**config.mk**
```make
export PLATFORM = sky130hd
export DESIGN_NAME = phase_recovery
export DESIGN_NICKNAME = d
export VERILOG_FILES = /design/src/rtl/mcs4_timing_pkg.sv /design/src/rtl/phase_recovery_edge_detect.sv /design/src/rtl/phase_recovery.sv
export SDC_FILE = /design/constraint.sdc
export NUM_CORES = 1
export LEC_CHECK = 0
export ABC_AREA = 1
export CAP_MARGIN = 20
export CORE_AREA = 4 4 41 43
export DETAILED_ROUTE_END_ITERATION = 7
export DIE_AREA = 0 0 45 47
export GPL_ROUTABILITY_DRIVEN = 1
export MAX_ROUTING_LAYER = met4
export PLACE_DENSITY = 0.75
export SLEW_MARGIN = 20
export SYNTH_ARGS = -nofsm -noshare
export SYNTH_HDL_FRONTEND = slang
export SYNTH_HIERARCHICAL = 1
export SYNTH_SLANG_ARGS = --single-unit
```
**constraint.sdc**
```tcl
create_clock -name sysclk -period 1.78 [get_ports sysclk]
set_input_delay 0.178 -clock sysclk [delete_from_list [all_inputs] [get_ports sysclk]]
set_output_delay 0.178 -clock sysclk [all_outputs]
set_load 0.02 [all_outputs]
```
**src/rtl/mcs4_timing_pkg.sv**
```systemverilog
// mcs4_timing: shared MCS-4 phase indices, phase width and sysclk-per-cycle constant.
package mcs4_timing;
  localparam int PH_A1 = 0;
  localparam int PH_A2 = 1;
  localparam int PH_A3 = 2;
  localparam int PH_M1 = 3;
  localparam int PH_M2 = 4;
  localparam int PH_X1 = 5;
  localparam int PH_X2 = 6;
  localparam int PH_X3 = 7;
  localparam int PH_N = 8;
  localparam int SYSCLK_PER_CYC = 20;
  typedef logic [PH_N-1:0] ph_t;
endpackage

```
**src/rtl/phase_recovery_edge_detect.sv**
```systemverilog
// edge_detect: registered copy of a level input with rise/fall pulses; reset level chosen by port.
module edge_detect (
  input  logic sysclk,
  input  logic rst_n,
  input  logic rst_val,
  input  logic din,
  output logic level,
  output logic rise,
  output logic fall
);
  logic level_q, level_d;
  always_comb level_d = din;
  always_ff @(posedge sysclk)
    if (!rst_n) level_q <= rst_val;
    else level_q <= level_d;
  assign level = level_q;
  assign rise = din & ~level_q;
  assign fall = ~din & level_q;
endmodule

```
**src/rtl/phase_recovery.sv**
```systemverilog
// phase_recovery: regenerates MCS-4 one-hot execution phases from clk1/clk2/sync, with lock and sync error.
// Optional saturating err_count port enabled by PHASE_RECOVERY_ERRCNT_EN.
module phase_recovery
  import mcs4_timing::*;
(
  input  logic sysclk,
  input  logic rst_n,
  input  logic clk1,
  input  logic clk2,
  input  logic sync,
  output logic a12,
  output logic a22,
  output logic a32,
  output logic m12,
  output logic m22,
  output logic x12,
  output logic x22,
  output logic x32,
  output logic locked,
  output logic sync_err
`ifdef PHASE_RECOVERY_ERRCNT_EN
  ,
  output logic [7:0] err_count
`endif
);
  logic clk1_rise, clk1_fall, clk1_lvl, clk2_rise, clk2_fall, clk2_lvl;
  logic unused_edges;
  // Reset the registered levels high so a clock held high through reset gives no false rise.
  edge_detect u_clk1 (
    .sysclk(sysclk), .rst_n(rst_n), .rst_val(1'b1), .din(clk1),
    .level(clk1_lvl), .rise(clk1_rise), .fall(clk1_fall)
  );
  edge_detect u_clk2 (
    .sysclk(sysclk), .rst_n(rst_n), .rst_val(1'b1), .din(clk2),
    .level(clk2_lvl), .rise(clk2_rise), .fall(clk2_fall)
  );
  assign unused_edges = ^{clk1_lvl, clk1_fall, clk2_lvl, clk2_rise};
  ph_t ph_q, ph_d;
  logic locked_q, locked_d, sync_err_q, sync_err_d, sync_lat_q, sync_lat_d;
  logic sync_now, idle, at_x3;
  always_comb begin
    sync_now = clk2_fall ? sync : sync_lat_q;
    sync_lat_d = clk1_rise ? 1'b0 : sync_now;
    idle = ~|ph_q;
    at_x3 = ph_q[PH_X3];
    ph_d = ph_q;
    locked_d = locked_q;
    sync_err_d = 1'b0;
    if (clk1_rise) begin
      if (sync_now) begin
        ph_d = ph_t'(1) << PH_A1;
        locked_d = idle | at_x3;
        sync_err_d = ~(idle | at_x3);
      end else if (at_x3) begin
        ph_d = '0;
        locked_d = 1'b0;
        sync_err_d = 1'b1;
      end else begin
        ph_d = {ph_q[PH_N-2:0], 1'b0};
      end
    end
  end
  always_ff @(posedge sysclk)
    if (!rst_n) begin
      ph_q <= '0;
      locked_q <= 1'b0;
      sync_err_q <= 1'b0;
      sync_lat_q <= 1'b0;
    end else begin
      ph_q <= ph_d;
      locked_q <= locked_d;
      sync_err_q <= sync_err_d;
      sync_lat_q <= sync_lat_d;
    end
`ifdef PHASE_RECOVERY_ERRCNT_EN
  logic [7:0] err_count_q, err_count_d;
  always_comb err_count_d = (sync_err_d && err_count_q != 8'hFF) ? err_count_q + 8'd1 : err_count_q;
  always_ff @(posedge sysclk)
    if (!rst_n) err_count_q <= '0;
    else err_count_q <= err_count_d;
  assign err_count = err_count_q;
`endif
  assign a12 = ph_q[PH_A1];
  assign a22 = ph_q[PH_A2];
  assign a32 = ph_q[PH_A3];
  assign m12 = ph_q[PH_M1];
  assign m22 = ph_q[PH_M2];
  assign x12 = ph_q[PH_X1];
  assign x22 = ph_q[PH_X2];
  assign x32 = ph_q[PH_X3];
  assign locked = locked_q;
  assign sync_err = sync_err_q;
endmodule

```
==> results of run 1 <==
==> per-layer routing <==
layer	share of wire	wire length [um]	track usage
met5	0	0	-
met3	0.068	71	0.0345
met2	0.45	472	0.169
met1	0.47	489	0.157
met4	0.0058	6	0.0702
==> registers in the layout (all words and copies together), names as in the netlist <==
name,count
ph_q,8
u_clk2/level,1
sync_lat_q,1
u_clk1/level,1
sync_err,1
locked,1
==> cells in the final DEF (no fill, tap or decap) <==
master	count
clkdlybuf4s50_1	14
conb_1	2
nand2_4	1
nand2_2	1
o21ai_0	9
clkinv_2	1
buf_4	1
a21oi_1	1
o21ai_2	1
clkbuf_4	3
nand2_1	20
nand3_1	8
inv_2	1
nor2_2	1
nor2_1	7
dfxtp_1	13
clkinv_4	1
inv_1	9
o211ai_2	1
==> final cells by class <==
type	instances	share of cell area
flip-flops and latches	13	0.350
multi-input cells	52	0.328
repair buffers	15	0.198
clock inverters	1	0.00672
inverters	11	0.0622
well taps	15	0.0252
clock buffers	3	0.0303
==> through the flow <==
| stage | power (W) | util | hold WS (ns) | instance area [um^2] | worst slack, ns |
|---|---|---|---|---|---|
| global placement | 0.000363 | 0.551 | 0.505 | 717 | 0.384 |
| global route | 0.000567 | 0.572 | 0.469 | 744 | 0.264 |
| detailed placement | 0.000364 | 0.551 | 0.509 | 717 | 0.358 |
| floorplan | 0.000343 | - | 0.284 | 558 | 0.747 |
| finish | 0.000534 | 0.572 | 0.475 | 744 | 0.323 |
| CTS | 0.000542 | 0.572 | 0.462 | 744 | 0.309 |
==> worst min-delay path by stage <==
stage	slack, ns	start	depth (start not counted)	end
after floorplan	0.28	clk1	2	u_clk1/level
after global placement	0.51	ph_q[3]	2	ph_q[3]
after detailed placement	0.51	ph_q[3]	2	ph_q[3]
after CTS	0.46	clk1	3	u_clk1/level
after global routing	0.47	clk1	3	u_clk1/level
final	0.48	clk1	3	u_clk1/level
==> power by group through the flow <==
stage | Combinational (W) | Clock [W] | Sequential [W]
floorplan | 0.0000336 | 0 | 0.000309
CTS | 0.0000575 | 0.000185 | 0.000300
global route | 0.0000647 | 0.000202 | 0.000301
finish | 0.0000574 | 0.000177 | 0.000300
detailed placement | 0.0000574 | 0 | 0.000307
global placement | 0.0000564 | 0 | 0.000307
==> flow_summary.toml, run 1 <==
[grt]
antenna_found_initial = 0
gr-usage-all-layers = 0.122
grt_pass1_vias = 427
grt_max_degree = 9
gr-total-overflow = 0
grt_pass1_wl_um = 1790

[job]
drv_cap = 0

[cells_and_area]
drive_gt1_frac = 0.126
seq_area_um2 = 260
antennaDiodeCount = 0
nFillCells = 145
fin_cells = 110
multiInputGateArea_um2 = 244
layout.nets = 101
area_delta_synth_final_pct = 34.3

[setup_path]
cp.arrival_ns = 1.28
cpPeakStageDelay_ns = 0.62
r2r_end = "locked"
path_buf_inv = 1
path_depth = 1
worstPathMaxFanout = 4
critical-path-slowest-cell = "clkdlybuf4s50_1"
cp_data_required_time_ns = 1.60
reg2reg_from = "u_clk2/level"
crit_path_end = "a32"
worstSetupEndpointType = "output port"
r2r_cells = 8
critPathLaunch = "ph_q[2]"
crit_family = "buffers and inverters"
path_class = "reg2out"
cp-start-kind = "flip-flop"
reg2reg_setup_slack_ns = 0.64
path_cells = "clkdlybuf4s50_1"

[timing]
period_share = 0.819
finClkSkew_ns = 0.00638
hold_viol_final = 0
period_needed_ns = 1.46
setup_tns_ns = 0
setup_viol = 0
rsz0062_at_grt = "no"
slew_viol_final = 0
max_freq_mhz = 686

[routing]
ant_nets = 0
dr.pass1.iters = 4
drc = 0
drt-total-wl_um = 1040
drt_iter0_drc = 16
drt-vias-per-instance = 4.55
wl_per_cell_um = 9.45
vias = 500

[logic_synthesis]
ys_warn_count = 6
syn_area_per_cell_um2 = 7.29
syn_area_um2 = 554
syn_inst = 76

[place]
numPortBuffers = 14
dp_hpwl_um = 811
gp_congestion = 0.842
place_inst = 106

[clock_network]
clock_path_buffers = 2
cts-root-buf = "clkbuf_4"
cts_buffers = 3
cts_hold_buf = 0
postCtsSetupRepairBufs = 0
h-tree-depth = 1
cts_tree = "done"
cts_resized = 0
clkLatencyLatePin_ns = 0.27
cts.sinks = 13
path_clk_slew_ns = 0.08

[power]
powerDensity_nw_per_um2 = 717
combPwrFrac = 0.107
pwr-share-clk = 0.331
p_int_w = 0.000403
ir_drop_mv = 0.430
p_switching_w = 0.000131
cellLeakagePower_nw = 0.327
seq_power_share = 0.561
p_sw_frac = 0.245

[floorplan]
die_x_um = 45
placementRows = 13
die-area_um2 = 2120
core_region_area_um2 = 1300
initial_core_util = 0.426
die_h_um = 47
io_pins = 15

[outcome]
status = "finished clean"

[min_path]
hp-class = "in2reg"
(Power assumes the default switching activity.)
==> run 2, diff against run 1 <==
--- a/config.mk
+++ b/config.mk
@@ -7,12 +7,12 @@
 export LEC_CHECK = 0
 export ABC_AREA = 1
 export CAP_MARGIN = 20
-export CORE_AREA = 4 4 41 43
+export CORE_MARGIN = 4
+export CORE_UTILIZATION = 40
 export DETAILED_ROUTE_END_ITERATION = 7
-export DIE_AREA = 0 0 45 47
 export GPL_ROUTABILITY_DRIVEN = 1
 export MAX_ROUTING_LAYER = met4
-export PLACE_DENSITY = 0.75
+export PLACE_DENSITY = 0.73
 export SLEW_MARGIN = 20
 export SYNTH_ARGS = -nofsm -noshare
 export SYNTH_HDL_FRONTEND = slang
==> constraint.sdc (replaced) <==
create_clock -name sysclk -period 1.3 [get_ports sysclk]
set_input_delay 0.13 -clock sysclk [delete_from_list [all_inputs] [get_ports sysclk]]
set_output_delay 0.13 -clock sysclk [all_outputs]
set_load 0.02 [all_outputs]
==> run 2 against run 1 <==
Against the previous run:
- sequential share of layout area is 0.30 points higher
- global-route usage is 1.7 points higher
- sequential cell count stayed put
- final cell count is 0.91% higher
- die area is 3.3% lower
- clock power is 40% higher
- wire length is 9.3% higher
- critical path type unchanged
- largest power group unchanged
- highest routed layer unchanged
==> flow_summary.toml, run 2 (synthesis results as in run 1) <==
[outcome]
status = "finished clean"

[routing]
dr.pass1.iters = 4
drt-total-wl_um = 1140
drt_iter0_drc = 12
wl_per_cell_um = 10.2
vias = 540
drt-vias-per-instance = 4.86
drc = 0
ant_nets = 0

[clock_network]
cts_hold_buf = 0
cts_tree = "done"
cts-root-buf = "clkbuf_4"
clock_path_buffers = 2
postCtsSetupRepairBufs = 0
clkLatencyLatePin_ns = 0.27
cts_buffers = 3
h-tree-depth = 1
cts.sinks = 13
path_clk_slew_ns = 0.08

[timing]
period_share = 0.886
slew_viol_final = 0
period_needed_ns = 1.15
rsz0062_at_grt = "no"
setup_ws_ns = 0.149
finClkSkew_ns = 0.00270
max_freq_mhz = 869
setup_viol = 0
hold_viol_final = 0
setup_tns_ns = 0
whs_ns = 0.421

[setup_path]
critical-path-slowest-cell = "dfxtp_1"
crit_family = "flip-flops"
worstSetupEndpointType = "output port"
path_depth = 1
r2r_cells = 7
cp_data_required_time_ns = 1.17
path_class = "reg2out"
path_cells = "dlygate4sd2_1"
cpPeakStageDelay_ns = 0.40
worstPathMaxFanout = 4
cp.arrival_ns = 1.02
cp-start-kind = "flip-flop"
path_buf_inv = 1

[grt]
grt_pass1_vias = 464
grt_pass1_wl_um = 2010
grt_max_degree = 9
antenna_found_initial = 0
gr-total-overflow = 0
gr-usage-all-layers = 0.139

[place]
numPortBuffers = 14
dp_slack_ns = -0.0932
dp_hpwl_um = 890
gp_congestion = 0.798

[cells_and_area]
antennaDiodeCount = 0
layout.nets = 102
utilization = 0.567
largest_reg_flops = 8
drive_gt1_frac = 0.125
regMostFlops = "ph_q"
final_cell_mix = "nand2_1 (20), dfxtp_1 (13), dlygate4sd2_1 (10), inv_1 (9), o21ai_0 (9)"
area_delta_synth_final_pct = 33.2
nFillCells = 137
layout_commonest_cell = "nand2_1"

[floorplan]
io_pins = 15
initial_core_util = 0.426
core_region_area_um2 = 1300
die_x_um = 45.2
die_h_um = 45.2
die-area_um2 = 2050
placementRows = 13

[power]
seq_power_share = 0.557
combPwrFrac = 0.108
total_power_w = 0.000738
p_int_w = 0.000557
ir_drop_mv = 0.508
p_switching_w = 0.000181
powerDensity_nw_per_um2 = 999
p_sw_frac = 0.245
pwr-share-clk = 0.336
cellLeakagePower_nw = 0.377

[job]
drv_cap = 0

[min_path]
whs_path_depth = 3
hp-class = "in2reg"
==> run 2: cell types whose count changed in the layout (fill, tap and decap cells not counted) <==
cell	delta
buf_4	+1
clkinv_2	-1
clkbuf_1	+1
dlygate4sd2_1	+10
clkdlybuf4s50_1	-10
==> run 2: path summary, 6_finish.rpt <==
kind / from / to / slack (ns)
max reg2reg: u_clk2/level / locked / 0.15
min: clk2 / u_clk2/level / 0.42
min reg2reg: ph_q[1] / ph_q[2] / 0.52
max: ph_q[6] / x22 / 0.15
==> run 2: area by class of cell <==
cell class / instances / area (um^2) / share of cell area
multi-input combinational: 52 / 244 / 0.331
tap: 15 / 18.8 / 0.0254
clock buffer: 4 / 26.3 / 0.0356
sequential: 13 / 260 / 0.353
timing repair buffer: 16 / 143 / 0.193
inverter: 11 / 46.3 / 0.0627
==> run 2: per-stage QoR <==
stage	cells	instance area [um^2]
finish	111	738
global route	111	738
CTS	111	738
detailed placement	107	724
global placement	107	724
floorplan	77	558
==> run 2: power groups by stage <==
stage | combinational (W) | clock (W) | sequential [W]
6_report | 0.0000796 | 0.000247 | 0.000410
5_1_grt | 0.0000896 | 0.000269 | 0.000411
4_1_cts | 0.0000802 | 0.000250 | 0.000410
3_5_place_dp | 0.0000815 | 0 | 0.000420
3_3_place_gp | 0.0000801 | 0 | 0.000420
2_1_floorplan | 0.0000460 | 0 | 0.000423
==> run 2: tightest hold or removal path: stages <==
cell             delay, ns
clkdlybuf4s50_1       0.41
nand2_1               0.06
nand2_1               0.05
==> run 2: timing repair <==
| item | CTS | global route |
|---|---|---|
| resized for setup | 10 | 0 |
| endpoints found under the hold margin | 0 | 0 |
| setup endpoints to repair | 10 | 0 |
==> run 2: layer usage <==
metal,track usage,vias up,wire (um)
met3,0.0239,5,66
met4,0.0702,0,26
met2,0.181,20,460
met1,0.201,239,584
li1,-,276,-
met5,-,-,0
